## config.mk

```make
export PLATFORM = sky130hd
export DESIGN_NAME = pc_branch_unit
export DESIGN_NICKNAME = d
export VERILOG_FILES = /design/src/rtl/pc_pkg.sv /design/src/rtl/pc_target_calc.sv /design/src/rtl/pc_branch_unit.sv
export SDC_FILE = /design/constraint.sdc
export NUM_CORES = 1
export LEC_CHECK = 0
export ABC_AREA = 1
export CELL_PAD_IN_SITES_DETAIL_PLACEMENT = 1
export CELL_PAD_IN_SITES_GLOBAL_PLACEMENT = 2
export CORE_MARGIN = 5
export CORE_UTILIZATION = 24
export DETAILED_ROUTE_END_ITERATION = 6
export GPL_TIMING_DRIVEN = 0
export PLACE_DENSITY = 0.8
export SYNTH_ARGS = -nofsm -noshare
export SYNTH_HDL_FRONTEND = slang
export SYNTH_HIERARCHICAL = 1
export SYNTH_SLANG_ARGS = --single-unit
```

## constraint.sdc

```tcl
create_clock -name clk -period 3.11 [get_ports clk]
set_clock_uncertainty 0.1 [all_clocks]
set_input_delay 0.622 -clock clk [delete_from_list [all_inputs] [get_ports clk]]
set_output_delay 0.622 -clock clk [all_outputs]
set_load 0.03 [all_outputs]
```

## src/rtl/pc_pkg.sv

```systemverilog
// Shared definitions for the fetch-path PC unit: state encoding and PC constants.
package pc_pkg;
  typedef enum logic [1:0] {
    BOOT = 2'd0,
    RUN  = 2'd1,
    HOLD = 2'd2
  } pc_state_e;

  localparam logic [31:0] PC_RESET_DEFAULT = 32'h0000_0000;
  localparam logic [31:0] PC_INC           = 32'd4;
endpackage

```

## src/rtl/pc_target_calc.sv

```systemverilog
// Combinational redirect decode: branch condition, target priority mux and jr alignment check.
module pc_target_calc
  import pc_pkg::*;
(
  input  logic        resolve_valid,
  input  logic        branch,
  input  logic        branch_ne,
  input  logic        zero,
  input  logic        jump,
  input  logic        jump_reg,
  input  logic [31:0] pc_plus4,
  input  logic [31:0] imm_shifted,
  input  logic [25:0] jump_index,
  input  logic [31:0] reg_target,
  output logic        redirect,
  output logic [31:0] target,
  output logic        misalign
);
  logic        taken;
  logic [31:0] br_target;

  assign taken     = branch & (zero ^ branch_ne);
  assign br_target = pc_plus4 + imm_shifted;

  always_comb begin
    redirect = 1'b0;
    target   = br_target;
    misalign = 1'b0;
    if (resolve_valid) begin
      // jr beats j beats a taken branch; a misaligned jr still redirects with low bits cleared
      if (jump_reg) begin
        redirect = 1'b1;
        target   = {reg_target[31:2], 2'b00};
        misalign = |reg_target[1:0];
      end else if (jump) begin
        redirect = 1'b1;
        target   = {pc_plus4[31:28], jump_index, 2'b00};
      end else if (taken) begin
        redirect = 1'b1;
        target   = br_target;
      end
    end
  end
endmodule

```

## src/rtl/pc_branch_unit.sv

```systemverilog
// Fetch PC register with next-PC selection; parks a redirect that arrives while fetch is blocked.
module pc_branch_unit
  import pc_pkg::*;
#(
  parameter logic [31:0] RESET_PC = PC_RESET_DEFAULT
) (
  input  logic        clk,
  input  logic        rst_n,
  input  logic        fetch_ready,
  input  logic        stall,
  input  logic        resolve_valid,
  input  logic        branch,
  input  logic        branch_ne,
  input  logic        zero,
  input  logic        jump,
  input  logic        jump_reg,
  input  logic [31:0] imm_shifted,
  input  logic [25:0] jump_index,
  input  logic [31:0] reg_target,
  output logic [31:0] pc,
  output logic [31:0] pc_plus4,
  output logic        pc_valid,
  output logic        redirect_taken,
  output logic        misalign_err
);
  pc_state_e   state_q, state_d;
  logic [31:0] pc_q, pc_d;
  logic [31:0] pending_q, pending_d;
  logic        pc_valid_q, pc_valid_d;
  logic        redirect_taken_q, redirect_taken_d;
  logic        misalign_q, misalign_d;

  logic        fire;
  logic        redirect;
  logic [31:0] target;
  logic        misalign;

  assign pc_plus4 = pc_q + PC_INC;
  assign fire     = pc_valid_q & fetch_ready & ~stall;

  pc_target_calc u_calc (
    .resolve_valid (resolve_valid),
    .branch        (branch),
    .branch_ne     (branch_ne),
    .zero          (zero),
    .jump          (jump),
    .jump_reg      (jump_reg),
    .pc_plus4      (pc_plus4),
    .imm_shifted   (imm_shifted),
    .jump_index    (jump_index),
    .reg_target    (reg_target),
    .redirect      (redirect),
    .target        (target),
    .misalign      (misalign)
  );

  always_comb begin
    state_d          = state_q;
    pc_d             = pc_q;
    pending_d        = pending_q;
    pc_valid_d       = pc_valid_q;
    redirect_taken_d = 1'b0;
    misalign_d       = 1'b0;
    case (state_q)
      BOOT: begin
        state_d    = RUN;
        pc_valid_d = 1'b1;
      end
      RUN: begin
        misalign_d = misalign;
        if (fire) begin
          pc_d             = redirect ? target : pc_plus4;
          redirect_taken_d = redirect;
        end else if (redirect) begin
          pending_d = target;
          state_d   = HOLD;
        end
      end
      HOLD: begin
        misalign_d = misalign;
        // a redirect resolved in the firing cycle is newer than the parked one
        if (fire) begin
          pc_d             = redirect ? target : pending_q;
          redirect_taken_d = 1'b1;
          state_d          = RUN;
        end else if (redirect) begin
          pending_d = target;
        end
      end
      default: state_d = BOOT;
    endcase
  end

  always_ff @(posedge clk or negedge rst_n) begin
    if (!rst_n) begin
      state_q          <= BOOT;
      pc_q             <= RESET_PC;
      pending_q        <= 32'h0;
      pc_valid_q       <= 1'b0;
      redirect_taken_q <= 1'b0;
      misalign_q       <= 1'b0;
    end else begin
      state_q          <= state_d;
      pc_q             <= pc_d;
      pending_q        <= pending_d;
      pc_valid_q       <= pc_valid_d;
      redirect_taken_q <= redirect_taken_d;
      misalign_q       <= misalign_d;
    end
  end

  assign pc             = pc_q;
  assign pc_valid       = pc_valid_q;
  assign redirect_taken = redirect_taken_q;
  assign misalign_err   = misalign_q;
endmodule

```

-- Word level (Yosys, flattened, before mapping)
Cells that the tools add are included.
- bits in registers: 69
- input bits: 100
- output and inout bits: 67
- logic and storage cells: 49
- add/subtract/negate cells: 2
- eq/ne operators: 6
- mux-type cells: 22
- bitwise logic cells: 6
- reductions and logical operators: 7
- operators with widths (operator ; number):
    two-way mux 32 bit ; 7
    case mux 32 bit (2 select lines) ; 1
    adder 32 x 3 -> 32 bit, second input constant ; 1
    adder 32 bit ; 1
    two-way mux 1 bit ; 9
    != test 2 bit, second input constant ; 4
    two-way mux 2 bit ; 3
    case mux 2 bit (3 select lines) ; 1
    AND reduction 3 bit ; 2
    OR reduction 2 bit ; 2
    bitwise AND 1 bit ; 3
    == test 2 x 1 -> 1 bit, second input constant ; 1
    == test 2 bit, second input constant ; 1
    zero test 2 bit ; 1
    inverter 1 bit ; 2
    case mux 1 bit (2 select lines) ; 1
    AND reduction 2 bit ; 1
    nonzero test 2 bit ; 1
    XOR 1 bit ; 1

-- Longest topological paths before layout
- word-level depth: 9
- mapped depth: 26
- mapped depth without buffers: 26

-- Cells and area by module
The synthesis kept the hierarchy.
- by module, submodules not included (module ; times used ; cells an instance ; area each (um2) ; seq. area each (um2)):
    pc_branch_unit ; 1 ; 578 ; 4117.7 ; 1726.7
    pc_target_calc ; 1 ; 627 ; 3084.2 ; 0.0

-- Least setup slack after synthesis
No wires, ideal clock.
- kind: flip-flop to flip-flop
- from: register pc_q[2] (netlist: pc[2])
- to: register pc_q[23] (netlist: pc[23])
- setup time: 0.118 ns
- data arrival time: 3.428 ns
- required time: 2.892 ns
- path slack: -0.536 ns
- cell stages (with the launch flop): 24
- buffers on the path: 0
- period minus slack after synthesis: 3.646 ns
- path through: dfrtp_1 > ha_1 > nand2_2 > nor2_4 > nand2_4 > nor2_2 > xor2_1 > ha_1 > nand2_1 > inv_1 > nand2_1 > nand2_1 > a21oi_1 > nand2_4 > nand2_2 > nand3_1 > nand3_1 > nand2_1 > nand2_1 > o21ai_0 > o22ai_1 > inv_1 > o21ai_1 > inv_1
- longest elaborated chain between the ends: 8
- elaborated cells on any way between the ends: 10
- those cells by class: 2 x add/sub; 8 x mux
- ends and longest elaborated chain (item ; line ; RTL):
    from (decl) ; pc_branch_unit.sv:27 ; logic [31:0] pc_q, pc_d;
    from (signal assigned) ; pc_branch_unit.sv:104 ; pc_q <= pc_d;
    adder 32 x 3 -> 32 bit * ; pc_branch_unit.sv:38 ; assign pc_plus4 = pc_q + PC_INC;
    via pc_plus4[14] ; pc_branch_unit.sv:21 ; output logic [31:0] pc_plus4,
    adder 32 bit * ; pc_target_calc.sv:23 ; assign br_target = pc_plus4 + imm_shifted;
    two-way mux 32 bit ; pc_target_calc.sv:35 ; end else if (jump) begin
    two-way mux 32 bit ; pc_target_calc.sv:31 ; if (jump_reg) begin
    two-way mux 32 bit * ; pc_target_calc.sv:29 ; if (resolve_valid) begin
    via target[23] ; pc_branch_unit.sv:35 ; logic [31:0] target;
    two-way mux 32 bit, on equally long branches ; n/a ;
    two-way mux 32 bit, on equally long branches ; pc_branch_unit.sv:82, pc_branch_unit.sv:71 ;
    case mux 32 bit (2 select lines) * ; pc_branch_unit.sv:64 ; case (state_q)
The timed path passes the listed nets; every way through them passes the cells marked *. The select of a mux whose other input is x is not followed.
A chain may end at the register's enable or synchronous reset.

-- Worst setup path in the final report
- from: register pc_q[9] (netlist: pc[9])
- to: register pc_q[21] (netlist: pc[21])
- longest elaborated chain between the ends: 8
- elaborated cells on any way between the ends: 10
- those cells by class: 2 x add/sub; 8 x mux
- ends and longest elaborated chain (item ; line):
    adder 32 x 3 -> 32 bit * ; pc_branch_unit.sv:38
    adder 32 bit * ; pc_target_calc.sv:23
    two-way mux 32 bit ; pc_target_calc.sv:35
    two-way mux 32 bit ; pc_target_calc.sv:31
    two-way mux 32 bit * ; pc_target_calc.sv:29
    via target[21] ; pc_branch_unit.sv:35
    two-way mux 32 bit, on equally long branches ; n/a
    two-way mux 32 bit, on equally long branches ; pc_branch_unit.sv:82, pc_branch_unit.sv:71
    case mux 32 bit (2 select lines) * ; pc_branch_unit.sv:64
Marked as above.

==> results.sh <==
export IMPL_status="finished with violations"
export IMPL_failed_checks="setup timing"
export IMPL_ctsHoldBuffers=0
export IMPL_final_layout_size_suffix_gt1_share_pct=33.1
export IMPL_die_x_um=183
export IMPL_wl_per_cell_um=19.2
export IMPL_cts_tree="built"
export IMPL_seq_area_um2=1750
export IMPL_path_buf_inv=5
export IMPL_hold_viol=0
export IMPL_clkSinkCount=69
export IMPL_cp_endpoint="pc[21]"
export IMPL_ys_flop_type="dfrtp_1"
export IMPL_r2r_end="pc[21]"
export IMPL_pin_count=167
export IMPL_cp_slowest_stage_delay_ns=0.48
export IMPL_finalNonFillerCells=1851
export IMPL_synth_nets=1341
export IMPL_dp_cells=1762
export IMPL_initial_core_util_pct=24.3
export IMPL_synthTopCellsByArea="dfrtp_1 24%, nand2_1 21%, inv_1 12%"
export IMPL_p_per_area_nw_per_um2=1170
export IMPL_place_congestion=0.864
export IMPL_grt_setup_unrepaired="true"
export IMPL_first_pass_iters=5
export IMPL_crit_top_cell="nand2_1"
export IMPL_clockBufferDepth=2
export IMPL_cp_data_arrival_time_ns=3.50
export IMPL_r2r_start="pc[9]"
export IMPL_cp_top_family="simple AND/OR/NAND/NOR gates"
export IMPL_crit_type="flip-flop to flip-flop"
export IMPL_grt_pass1_wl_um=53000
export IMPL_critPathLaunch="pc[9]"
export IMPL_viasPerCell=4.73
export IMPL_post_place_ws_ns=-0.710
export IMPL_cp_required_ns=3.25
export IMPL_cp_depth=24
export IMPL_synthArstFlopShare_pct=100
export IMPL_placed_cell_area_um2=9630
export IMPL_die_h_um=183
export IMPL_core_area_um2=29600
export IMPL_maxCapViolations=0
export IMPL_design_area_um2=12200
export IMPL_die_area_um2=33600
export IMPL_synth_cell_type_count=37
export IMPL_maxSlewViolCount=0
export IMPL_antenna_found_initial=1
export IMPL_fill_cells=3653
export IMPL_tightestPinTransition_ns=0.680
export IMPL_drtAntennaViolNets=0
export IMPL_path_max_fanout=5
export IMPL_drt_iter0_drc=417
export IMPL_power_leakage_uw=0.00567
export IMPL_multiInputGateArea_um2=6180
export IMPL_grt_ovfl_total=0
export IMPL_critPathLaunchType="flip-flop"
export IMPL_synth_top_area_share_pct=24.0
export IMPL_rows=63
export IMPL_synth_top_cell_by_area="dfrtp_1"
export IMPL_finalSetupViolCount=41
export IMPL_synth_edf_count=0
export IMPL_synth_seq_cells=69
export IMPL_nNetsFinal=1591
export IMPL_synth_most_common_cell="nand2_1"
export IMPL_synth_warnings=6
export IMPL_num_vias=8763
export IMPL_hp_class="input port to asynchronous set/reset pin"
export IMPL_clock_tree_root_cell="clkbuf_16"
export IMPL_wl_um=35500
export IMPL_dp_final_hpwl_um=27900
export IMPL_setup_slack_ns=-0.253
export IMPL_area_growth_pct=68.9
export IMPL_yosys_top_cells_count="403 x nand2_1, 238 x inv_1, 74 x nor2_1, 70 x o21ai_0, 69 x dfrtp_1"
export IMPL_reg2regPathDepth=24
export IMPL_min_period_over_period_pct=108
export IMPL_numPortBuffers=166
export IMPL_yosysSeqAreaShare_pct=24.0
export IMPL_vdd_drop_max_v=0.000407
export IMPL_clock_latency_ns=0.34
export IMPL_drc_errors=0
export IMPL_syn_area_um2=7200
export IMPL_netlist_instances=1205
export IMPL_grt_max_degree=64
export IMPL_rrSetupSlack_ns=-0.25
export IMPL_min_period_ns=3.36
export IMPL_clk_pin_slew_worst_paths_ns=0.07
export IMPL_cts_max_level=3
export IMPL_critPathCaptureType="flip-flop"
export IMPL_track_usage_pct=20.3
export IMPL_syn_area_per_cell_um2=5.98
export IMPL_crit_path_cell_trace="nand2_1, nor2_1, nand2_4, buf_12, xor2_4, inv_2, ha_4, nand2_4, inv_4, nand2_4, nor3_4, nand2_2, nand2_4, nand2_2, nand2_1, nand2_1, nand3_2, nand2_1, nand2_1, o21ai_2, o22ai_1, inv_1, o21ai_1, inv_1"
export IMPL_fmax_mhz=297
export IMPL_numCtsBuffers=9
export IMPL_grt_pass1_vias=9216
export IMPL_crit_path_top_delay_cell="dfrtp_2"
export IMPL_relSlewSlack_pct=54.6
-- layout by cell type (no fill, tap or decap), drive strengths merged, types with 13 or more instances in the layout --
| cell type | synthesis | routed |
|---|---|---|
| ha | 35 | 35 |
| clkdlybuf4s50 | 0 | 143 |
| xnor2 | 14 | 14 |
| a21oi | 38 | 38 |
| nand2 | 420 | 420 |
| o21ai | 81 | 81 |
| dfrtp | 69 | 69 |
| inv | 243 | 243 |
| buf | 17 | 94 |
| nand3 | 72 | 72 |
| a32o | 17 | 17 |
| clkbuf | 17 | 31 |
| nor2 | 91 | 91 |
| dlygate4sd2 | 0 | 13 |
| o22ai | 28 | 28 |
-- routing by layer --
layer / routed length (µm) / GRT usage (%) / up-vias
li1: - / - / 4275
met1: 16100 / 26.6 / 4319
met2: 17900 / 36.0 / 133
met3: 775 / 2.26 / 36
met4: 694 / 4.53 / 0
met5: 0 / 0 / -
-- state kept, by name, summed over array words and instances (netlist names) --
register / count
pc: 32
pending_q: 32
state_q: 2
misalign_err: 1
pc_valid: 1
redirect_taken: 1
-- through the flow --
step	utilization, %	total power, µW	hold WS [ns]	TNS, ns
global route	41.0	15200	0.00361	-13.80
detailed placement	32.5	10100	0.362	-31.82
global placement	32.4	9940	0.415	-126.95
finish	41.0	14200	0.00601	-5.40
floorplan	-	7090	0.226	-0.0431
CTS	38.0	12900	0.00335	-3.38
-- how the worst min path moves through the flow --
| stage | cells after the start | slack (ns) | to | from |
|---|---|---|---|---|
| floorplan | 0 | 0.23 | misalign_err | rst_n |
| global placement | 1 | 0.42 | pc_valid | pc_valid |
| detailed placement | 1 | 0.36 | pc[1] | rst_n |
| CTS | 1 | 0.003 | pc[1] | rst_n |
| global route | 1 | 0.004 | pc[1] | rst_n |
| finish | 1 | 0.006 | pc[1] | rst_n |
-- power breakdown --
| part | switching, µW | total (µW) | leakage (µW) | internal (µW) |
|---|---|---|---|---|
| combinational | 6820 | 11100 | 0.00469 | 4270 |
| clock | 425 | 1290 | 0.000177 | 867 |
| sequential | 468 | 1820 | 0.000805 | 1350 |
-- timing repair --
item / in CTS / in global routing
cloned: 0 / 0
setup endpoints to repair: 80 / 74
setup buffers: 41 / 32
pin swaps: 90 / 101
gates resized for setup: 270 / 207
-- worst register-to-register path, stage by stage, from the launching register on --
cell and delay (ns):
dfrtp_2 0.48, nand2_1 0.12, nor2_1 0.23, nand2_4 0.14
buf_12 0.16, xor2_4 0.23, inv_2 0.09, ha_4 0.32
nand2_4 0.08, inv_4 0.07, nand2_4 0.06, nor3_4 0.16
nand2_2 0.09, nand2_4 0.12, nand2_2 0.07, nand2_1 0.05
nand2_1 0.06, nand3_2 0.09, nand2_1 0.06, nand2_1 0.08
o21ai_2 0.08, o22ai_1 0.13, inv_1 0.05, o21ai_1 0.06
inv_1 0.04
-- kinds of logic (layout without fill, tap and decap cells) --
logic type	Yosys count	in the layout	synth area share, %
buf+inv	277	532	14.8
xor+xnor	25	25	3.04
compound gates	184	184	15.4
simple gates	614	614	36.4
fa+ha+maj	36	36	6.36
other cells	0	1	0
flops	69	69	24.0
-- layout make-up --
class	count	area share, %
Inverter	243	7.59
Timing Repair Buffer	239	18.8
Clock buffer	10	1.88
Sequential cell	69	14.4
Multi-Input combinational cell	859	50.8
Tap cell	390	4.01
Antenna cell	1	0.0206
Clock inverter	6	1.10
Buffer	34	1.40
Power figures use the tool's default switching activity.
